`config.mk`:
```
export PLATFORM = sky130hd
export DESIGN_NAME = vga_pattern_sequencer_flat
export DESIGN_NICKNAME = d
export VERILOG_FILES = /design/src/rtl/vga_pattern_sequencer_pkg.sv /design/src/rtl/vga_pattern_sequencer_if.sv /design/src/rtl/vga_pattern_sequencer_btn_debounce.sv /design/src/rtl/vga_pattern_sequencer.sv /design/src/flat_wrapper.sv
export SDC_FILE = /design/constraint.sdc
export NUM_CORES = 1
export LEC_CHECK = 0
export CORE_ASPECT_RATIO = 0.75
export CORE_MARGIN = 2
export CORE_UTILIZATION = 57
export DETAILED_ROUTE_END_ITERATION = 10
export PLACE_DENSITY = 0.89
export SYNTH_ARGS = -nofsm -noshare
export SYNTH_HDL_FRONTEND = slang
export SYNTH_SLANG_ARGS = --single-unit
```
`constraint.sdc`:
```
create_clock -name clk -period 2.7 [get_ports clk]
set_input_delay 0.27 -clock clk [delete_from_list [all_inputs] [get_ports clk]]
set_output_delay 0.27 -clock clk [all_outputs]
set_load 0.01 [all_outputs]
```
`src/rtl/vga_pattern_sequencer_pkg.sv`:
```
// vga_pkg: FSM state encoding, V_ACTIVE default and pattern index width for the sequencer
package vga_pkg;
  localparam logic [0:0] MANUAL = 1'b0;
  localparam logic [0:0] AUTO = 1'b1;
  localparam int V_ACTIVE_DEF = 1024;
  localparam int PATTERN_W = 2;
endpackage

```
`src/rtl/vga_pattern_sequencer_if.sv`:
```
// vga_pattern_sequencer_if: timing counters, raw buttons and pattern-select outputs
//   master drives hc/vc/btn_next/btn_mode and observes the outputs
//   slave (the sequencer) receives the inputs and drives pattern_sel/auto_mode/pattern_update
interface vga_pattern_sequencer_if;
  logic [10:0] hc;
  logic [10:0] vc;
  logic btn_next;
  logic btn_mode;
  logic [vga_pkg::PATTERN_W-1:0] pattern_sel;
  logic auto_mode;
  logic pattern_update;
  modport master(output hc, vc, btn_next, btn_mode, input pattern_sel, auto_mode, pattern_update);
  modport slave(input hc, vc, btn_next, btn_mode, output pattern_sel, auto_mode, pattern_update);
endinterface

```
`src/rtl/vga_pattern_sequencer_btn_debounce.sv`:
```
// btn_debounce: 2-flop synchronizer, stability debouncer and one-cycle rising-edge press pulse
//   clk, clr_n (async active-low), btn_i raw button, press_o one-cycle press
module btn_debounce #(
  parameter int DEBOUNCE_CYCLES = 1_000_000
) (
  input  logic clk,
  input  logic clr_n,
  input  logic btn_i,
  output logic press_o
);
  localparam int CW = $clog2(DEBOUNCE_CYCLES);
  logic [1:0] sync_q;
  logic db_q, db_d, press_q, diff, done;
  logic [CW-1:0] cnt_q, cnt_d;
  // the counter only runs while the synchronized level disagrees; any agreement restarts it
  assign diff = sync_q[1] ^ db_q;
  assign done = diff && cnt_q == CW'(DEBOUNCE_CYCLES - 1);
  assign db_d = db_q ^ done;
  assign cnt_d = (diff && !done) ? cnt_q + 1'b1 : '0;
  assign press_o = press_q;
  always_ff @(posedge clk or negedge clr_n)
    if (!clr_n) begin
      sync_q <= '0;
      db_q <= 1'b0;
      cnt_q <= '0;
      press_q <= 1'b0;
    end else begin
      sync_q <= {sync_q[0], btn_i};
      db_q <= db_d;
      cnt_q <= cnt_d;
      press_q <= db_d & ~db_q;
    end
endmodule

```
`src/rtl/vga_pattern_sequencer.sv`:
```
// vga_pattern_sequencer: button-driven MANUAL/AUTO pattern selector updating only at the frame boundary
//   clk pixel clock, clr_n async active-low reset
//   bus.hc/vc timing counters, bus.btn_next/btn_mode raw buttons
//   bus.pattern_sel, bus.auto_mode, bus.pattern_update registered outputs
module vga_pattern_sequencer
  import vga_pkg::*;
#(
  parameter int V_ACTIVE = V_ACTIVE_DEF,
  parameter int NUM_PATTERNS = 4,
  parameter int AUTO_FRAMES = 60,
  parameter int DEBOUNCE_CYCLES = 1_000_000
) (
  input logic clk,
  input logic clr_n,
  vga_pattern_sequencer_if.slave bus
);
  logic next_press, mode_press, frame_tick, expire, adv;
  logic [0:0] state_q, state_d;
  logic pend_q, pend_d, upd_q;
  logic [7:0] fcnt_q, fcnt_d;
  logic [PATTERN_W-1:0] sel_q, sel_d;
  btn_debounce #(.DEBOUNCE_CYCLES(DEBOUNCE_CYCLES)) u_next (
    .clk(clk), .clr_n(clr_n), .btn_i(bus.btn_next), .press_o(next_press)
  );
  btn_debounce #(.DEBOUNCE_CYCLES(DEBOUNCE_CYCLES)) u_mode (
    .clk(clk), .clr_n(clr_n), .btn_i(bus.btn_mode), .press_o(mode_press)
  );
  assign frame_tick = bus.hc == 11'd0 && bus.vc == 11'(V_ACTIVE);
  assign expire = state_q == AUTO && fcnt_q == 8'(AUTO_FRAMES - 1);
  // pending and auto-expiry merge into a single advance
  assign adv = frame_tick && (pend_q || expire);
  assign state_d = mode_press ? ~state_q : state_q;
  // a press coinciding with the tick is only registered, so it waits for the next tick
  assign pend_d = next_press || (pend_q && !frame_tick);
  assign fcnt_d = (mode_press || adv) ? 8'd0 : (frame_tick && state_q == AUTO) ? fcnt_q + 8'd1 : fcnt_q;
  assign sel_d = !adv ? sel_q : sel_q == PATTERN_W'(NUM_PATTERNS - 1) ? '0 : sel_q + 1'b1;
  assign bus.pattern_sel = sel_q;
  assign bus.auto_mode = state_q[0];
  assign bus.pattern_update = upd_q;
  always_ff @(posedge clk or negedge clr_n)
    if (!clr_n) begin
      state_q <= MANUAL;
      pend_q <= 1'b0;
      fcnt_q <= '0;
      sel_q <= '0;
      upd_q <= 1'b0;
    end else begin
      state_q <= state_d;
      pend_q <= pend_d;
      fcnt_q <= fcnt_d;
      sel_q <= sel_d;
      upd_q <= adv;
    end
endmodule

```
`src/flat_wrapper.sv`:
```
// flat-port wrapper written by rule: the top's interface ports become plain ports
module vga_pattern_sequencer_flat import vga_pkg::*;
#(
  parameter int V_ACTIVE = V_ACTIVE_DEF,
  parameter int NUM_PATTERNS = 4,
  parameter int AUTO_FRAMES = 60,
  parameter int DEBOUNCE_CYCLES = 1_000_000
)
  (clk, clr_n, bus_hc, bus_vc, bus_btn_next, bus_btn_mode, bus_pattern_sel, bus_auto_mode, bus_pattern_update);
  vga_pattern_sequencer_if bus_i ();
  input logic clk;
  input logic clr_n;
  input wire logic [$bits(bus_i.hc)-1:0] bus_hc;
  input wire logic [$bits(bus_i.vc)-1:0] bus_vc;
  input wire logic [$bits(bus_i.btn_next)-1:0] bus_btn_next;
  input wire logic [$bits(bus_i.btn_mode)-1:0] bus_btn_mode;
  output wire logic [$bits(bus_i.pattern_sel)-1:0] bus_pattern_sel;
  output wire logic [$bits(bus_i.auto_mode)-1:0] bus_auto_mode;
  output wire logic [$bits(bus_i.pattern_update)-1:0] bus_pattern_update;
  assign bus_i.hc = bus_hc;
  assign bus_i.vc = bus_vc;
  assign bus_i.btn_next = bus_btn_next;
  assign bus_i.btn_mode = bus_btn_mode;
  assign bus_pattern_sel = bus_i.pattern_sel;
  assign bus_auto_mode = bus_i.auto_mode;
  assign bus_pattern_update = bus_i.pattern_update;
  vga_pattern_sequencer #(.V_ACTIVE(V_ACTIVE), .NUM_PATTERNS(NUM_PATTERNS), .AUTO_FRAMES(AUTO_FRAMES), .DEBOUNCE_CYCLES(DEBOUNCE_CYCLES)) u_core (.clk(clk), .clr_n(clr_n), .bus(bus_i));
endmodule
```
==> results of run 1 <==
## final cells by class
| cell class | count | share of cell area |
|---|---|---|
| clock buffers | 12 | 0.0460 |
| clock inverters | 3 | 0.00557 |
| inverters | 8 | 0.00836 |
| multi-input cells | 226 | 0.398 |
| flip-flops and latches | 61 | 0.425 |
| well taps | 72 | 0.0251 |
| repair buffers | 35 | 0.0920 |
## registers in the layout, summed over array words and instances, names as in the netlist
signal                     count
u_core.u_mode.db_q             1
u_core.bus.pattern_sel         2
u_core.pend_q                  1
u_core.bus.auto_mode           1
u_core.fcnt_q                  8
u_core.u_mode.sync_q           2
u_core.u_next.cnt_q           20
u_core.u_next.press_o          1
u_core.u_mode.cnt_q           20
u_core.u_mode.press_o          1
u_core.u_next.db_q             1
u_core.u_next.sync_q           2
u_core.bus.pattern_update      1
## through the flow
stage	utilization	area [um2]	total power, mW	cells	setup WS, ps
floorplan	-	3010	0.975	302	717
CTS	0.721	3590	1.79	417	506
global route	0.721	3590	1.84	417	310
global placement	0.684	3410	1.04	402	306
detailed placement	0.684	3410	1.04	402	151
finish	0.721	3590	1.77	417	500
## worst max-delay path by stage
stage	slack, ps	end	start
after CTS	510	u_core.fcnt_q[1]	bus_hc[4]
after global routing	310	u_core.fcnt_q[1]	bus_hc[4]
after detailed placement	150	u_core.fcnt_q[1]	bus_hc[4]
after global placement	310	u_core.fcnt_q[0]	bus_hc[4]
final	500	u_core.fcnt_q[1]	bus_hc[4]
after floorplan	720	u_core.u_mode.cnt_q[18]	u_core.u_mode.cnt_q[0]
## synthesized netlist by cell type (all sizes together), types with 6 or more instances
master / n / area (um2)
o21ai: 13 / 65.1
a21oi: 19 / 95.1
xnor2: 19 / 166
or3: 7 / 43.8
nor3: 9 / 45.0
nor2: 34 / 128
nand3: 21 / 105
nand2: 16 / 60.1
nand4: 10 / 77.6
and3: 6 / 37.5
dfrtp: 61 / 1530
nor4: 14 / 87.6
inv: 8 / 30.0
o31ai: 10 / 90.1
clkbuf: 6 / 22.5
or4: 9 / 67.6
xor2: 9 / 78.8
## routing by layer
layer	GRT usage	up-vias	routed length [um]
li1	-	1188	-
met5	0	-	0
met1	0.315	1219	2870
met4	0.0885	0	89
met2	0.396	83	2960
met3	0.0880	9	470
## power by group
group,internal (mW),leakage [nW],switching [mW]
clock network,0.401,0.0905,0.345
logic,0.0450,0.523,0.0438
registers,0.924,0.838,0.0113
total,1.37,1.45,0.400
## critical path: cells and delay by family
family | cells | cell delay, ps
compound gates | 2 | 750
simple gates | 2 | 970
buf+inv | 1 | 400
## cells by family (layout without fill, tap and decap cells)
kind of cell | after synthesis | count (layout) | share of synthesized area
AOI/OAI and AO/OA | 43 | 43 | 0.0851
xor gates and xnor gates | 28 | 28 | 0.0814
adders and majority gates | 4 | 4 | 0.0166
buffers and inverters | 15 | 58 | 0.0191
DFF | 61 | 61 | 0.507
muxes | 4 | 4 | 0.0149
and+or+nand+nor | 147 | 147 | 0.276
==> impl_metrics.yaml, run 1 <==
floorplanning:
  dieArea_mm2: 0.00589
  io_pins: 30
  die-width_um: 88.0
  die_height_um: 67.0
  rows: 22
  core_region_mm2: 0.00498
  initial_core_util: 0.605
clock_tree:
  total_number_of_h_tree_levels: 3
  clkSinkCount: 61
  cts_buffer_depth: 2
  cts_setup_buffers: 0
  postCtsHoldBufs: 0
  clkSlewWorstSetupHoldPaths_ps: 70
  cts-resized-gates: 0
  clock_insertion_delay_worst_skew_ps: 340
  tritoncts.num_buffers: 9
  root_buffer_master: "clkbuf_8"
  cts_tree: "done"
detailed_routing:
  first_iter_violations: 129
  drt_first_pass_iters: 4
  drc: 0
  route.detailed.vias_per_inst: 5.99
  postRouteAntennaNets: 0
  postRouteWirelength_um: 6390
  num_vias: 2499
  route.detailed.wl_per_inst_um: 15.3
yosys:
  syn-mean-instance-area_um2: 9.98
  post_synthesis_async_set_or_reset_flop_share: 1.00
  syn-instance-count: 302
  synthesis.nets: 332
  synth_seq_area_share: 0.507
  yosysUniqueCellTypes: 34
  netlist_area_pre_place_mm2: 0.00301
  synth-edff-count: 0
  ys_warn_count: 0
  synthFlopType: "dfrtp_1"
  synth.ff_latch_count: 61
worst_setup_path:
  ff2ff_setup_slack_ps: 540
  critical_path_class: "primary input to flop"
  timing.critical_path.slowest_cell_delay_ps: 650
  timing.reg2reg.worst_path_depth: 5
  cp_max_fo: 12
  critPathLaunchType: "primary input"
  worst_ep_required_time_ps: 2890
  critPathSlowestCell: "o31ai_2"
  worst_setup_path_end_kind: "flop"
  regToRegStartpoint: "u_core.u_mode.cnt_q[0]"
  cell_breakdown_of_the_critical_path: "clkdlybuf4s50_1, nor4_1, nand2_1, o31ai_2, a21oi_1"
  timing.critical_path.arrival_ps: 2390
  r2r-end: "u_core.u_mode.cnt_q[18]"
final_layout:
  antenna_cells: 0
  syn_to_final_growth_pct: 19.2
  final.fill_count: 356
  multi_input_area_mm2: 0.00143
  most_frequent_standard_cell_in_the_layout_excluding_fill_and_tap_cells: "dfrtp_1"
  drive_gt1_frac: 0.0870
  regArea_mm2: 0.00153
  final_cell_mix: "dfrtp_1 (61), nor2_1 (34), clkdlybuf4s50_1 (28)"
  design.final.nets: 371
global_routing:
  grt.total_usage: 0.249
  grt_start_max_net_pins: 45
  grt.overflow.total: 0
  vias_in_the_first_global_route: 2440
  wire_length_of_the_first_global_routing_pass_um: 11000
  grt_antenna_before_repair: 0
status:
  run_status: "completed"
timing:
  worst_slew_pin_slew_ps: 938
  drv_slew: 0
  max_freq_mhz: 454
  whs_ps: 68.3
  timing.max_slew.rel_slack: 0.374
  grt_setup_unrepaired: "no"
  min_period_over_period: 0.815
  skew_ps: 5.52
  final-setup-viol-count: 0
  setup-tns-final_ps: 0
  report.final.hold_viol_count: 0
  final_period_minus_worst_setup_slack_ps: 2200
min_path:
  timing.hold.worst.class: "primary input to asynchronous set/reset pin"
placement:
  dp.final_hpwl_um: 4360
  globalplace.congestion: 0.821
  portBuffers: 29
pwr:
  cellPowerDensity_mw_per_mm2: 493
  static-leakage-power_nw: 1.45
  ir_worst_vdd_mv: 0.541
flow_run:
  number_of_max_capacitance_violations_reported: 0
Power figures use the tool's default switching activity.
==> inputs of run 2 (changes only) <==
==> constraint.sdc (replaced) <==
create_clock -name clk -period 2.2 [get_ports clk]
set_input_delay 0.22 -clock clk [delete_from_list [all_inputs] [get_ports clk]]
set_output_delay 0.22 -clock clk [all_outputs]
set_load 0.01 [all_outputs]
==> run 2 against run 1 <==
Utilization grew 0.65 points. Global-route usage grew 1.4 points. Die area is the same. Final cell count grew 0.96%. Clock power grew 14%. Sequential share of layout area shrank 0.38 points. First-iteration DRC count grew 27%. Design area grew 0.91%. Sequential cell count is the same. Clock skew grew 2.8 ps. Critical path depth is the same. Critical endpoint is now u_core.u_mode.cnt_q[18]. Largest power group unchanged.
==> impl_metrics.yaml, run 2 (synthesis gave the netlist of run 1 again) <==
pwr:
  ir_worst_vdd_mv: 0.448
  static-leakage-power_nw: 1.47
  cellPowerDensity_mw_per_mm2: 583
  total_power_mw: 2.11
global_routing:
  vias_in_the_first_global_route: 2520
  wire_length_of_the_first_global_routing_pass_um: 11500
  grt.overflow.total: 0
  grt_antenna_before_repair: 0
  grt_start_max_net_pins: 35
  grt.total_usage: 0.262
timing:
  min_period_over_period: 0.944
  final_period_minus_worst_setup_slack_ps: 2080
  timing.max_slew.rel_slack: 0.564
  drv_slew: 0
  worst_slew_pin_slew_ps: 653
  report.final.hold_viol_count: 0
  setup-tns-final_ps: 0
  skew_ps: 8.32
  grt_setup_unrepaired: "no"
  final-setup-viol-count: 0
  max_freq_mhz: 481
final_layout:
  final_cell_mix: "dfrtp_1 (61), nor2_1 (34), clkdlybuf4s50_1 (28)"
  final_core_util: 0.727
  antenna_cells: 0
  final.fill_count: 358
  drive_gt1_frac: 0.0974
  most_frequent_standard_cell_in_the_layout_excluding_fill_and_tap_cells: "dfrtp_1"
  syn_to_final_growth_pct: 20.3
  design_area_mm2: 0.00362
  reg.largest.list: "u_core.u_mode.cnt_q (20), u_core.u_next.cnt_q (20), u_core.fcnt_q (8)"
  design.final.nets: 375
detailed_routing:
  route.detailed.vias_per_inst: 5.95
  first_iter_violations: 164
  postRouteWirelength_um: 6760
  drt_first_pass_iters: 5
  postRouteAntennaNets: 0
  drc: 0
  num_vias: 2503
  route.detailed.wl_per_inst_um: 16.1
floorplanning:
  die-width_um: 88.0
  die_height_um: 67.0
  core_region_mm2: 0.00498
  rows: 22
  initial_core_util: 0.605
  dieArea_mm2: 0.00589
  io_pins: 30
placement:
  placedInstanceArea_mm2: 0.00344
  globalplace.congestion: 0.839
  portBuffers: 29
  dp.final_hpwl_um: 4700
worst_setup_path:
  timing.reg2reg.worst_path_depth: 5
  critPathSlowestCell: "or4_4"
  path_delay_family: "simple AND/OR/NAND/NOR gates"
  regToRegStartpoint: "u_core.u_mode.cnt_q[0]"
  worst_ep_required_time_ps: 2470
  critical_path.n_buffers_inverters: 0
  ff2ff_setup_slack_ps: 120
  worst_setup_path_end_kind: "flop"
  cell_breakdown_of_the_critical_path: "ha_2, nand2_1, or4_4, or4_1, a21oi_1"
  cp_max_fo: 7
  critical_path_class: "flop to flop"
  r2r-end: "u_core.u_mode.cnt_q[18]"
  timing.critical_path.from: "u_core.u_mode.cnt_q[0]"
  critPathLaunchType: "flop"
  timing.critical_path.slowest_cell_delay_ps: 590
  critical_path.endpoint: "u_core.u_mode.cnt_q[18]"
  critical_path_cell_count: 5
  timing.critical_path.arrival_ps: 2350
clock_tree:
  clock_insertion_delay_worst_skew_ps: 340
  tritoncts.num_buffers: 9
  clkSlewWorstSetupHoldPaths_ps: 70
  total_number_of_h_tree_levels: 3
  clkSinkCount: 61
  cts_tree: "done"
  root_buffer_master: "clkbuf_8"
  cts_buffer_depth: 2
min_path:
  timing.hold.worst.class: "primary input to flop"
  holdCritStartpoint: "bus_btn_next"
flow_run:
  number_of_max_capacitance_violations_reported: 0
status:
  run_status: "completed"
[run 2: cell types whose count changed in the layout (fill, tap and decap cells not counted), sizes merged]
cell,previous run,this run
buf,7,10
clkbuf,12,11
dlygate4sd3,0,1
clkinv,1,2
[run 2: through the flow]
stage	worst slack [ps]	hold slack [ps]	instances
after detailed placement	60.1	274	405
after CTS	102	318	421
final	122	333	421
after global placement	100	261	405
after floorplan	217	-75.6	302
after global routing	25.4	338	421
[run 2: timing repair]
item,4_1_cts,5_1_grt
setup endpoints to repair,1,1
resized for setup,1,1
endpoints found under the hold margin,27,0
hold buffers,1,0
setup buffers,0,0
[run 2: area by class of cell]
cell class / count / area (um2) / share of cell area
inverters: 8 / 30.0 / 0.00829
flip-flops and latches: 61 / 1530 / 0.421
multi-input cells: 226 / 1440 / 0.396
well taps: 72 / 90.1 / 0.0249
repair buffers: 39 / 375 / 0.104
clock inverters: 4 / 25.0 / 0.00691
clock buffers: 11 / 141 / 0.0390
[run 2: how the worst min path moves through the flow]
stage	to	slack (ps)	cells past startpoint
after floorplan	u_core.bus.auto_mode	-80	0
after global placement	u_core.u_mode.cnt_q[14]	260	1
after detailed placement	u_core.u_mode.cnt_q[14]	270	1
after CTS	u_core.u_next.sync_q[0]	320	1
after global routing	u_core.u_next.sync_q[0]	340	1
final	u_core.u_next.sync_q[0]	330	1
[run 2: report_power, final]
part	leakage [nW]	internal, mW	switching [mW]
Clock	0.0812	0.428	0.419
Combinational	0.548	0.0592	0.0566
Sequential	0.838	1.13	0.0154
[run 2: layer usage]
layer / up-vias / global-route usage / share of wire
li1: 1199 / - / -
met1: 1216 / 0.321 / 0.46
met2: 79 / 0.430 / 0.46
met3: 9 / 0.0954 / 0.069
met4: 0 / 0.0923 / 0.013
met5: - / 0 / 0
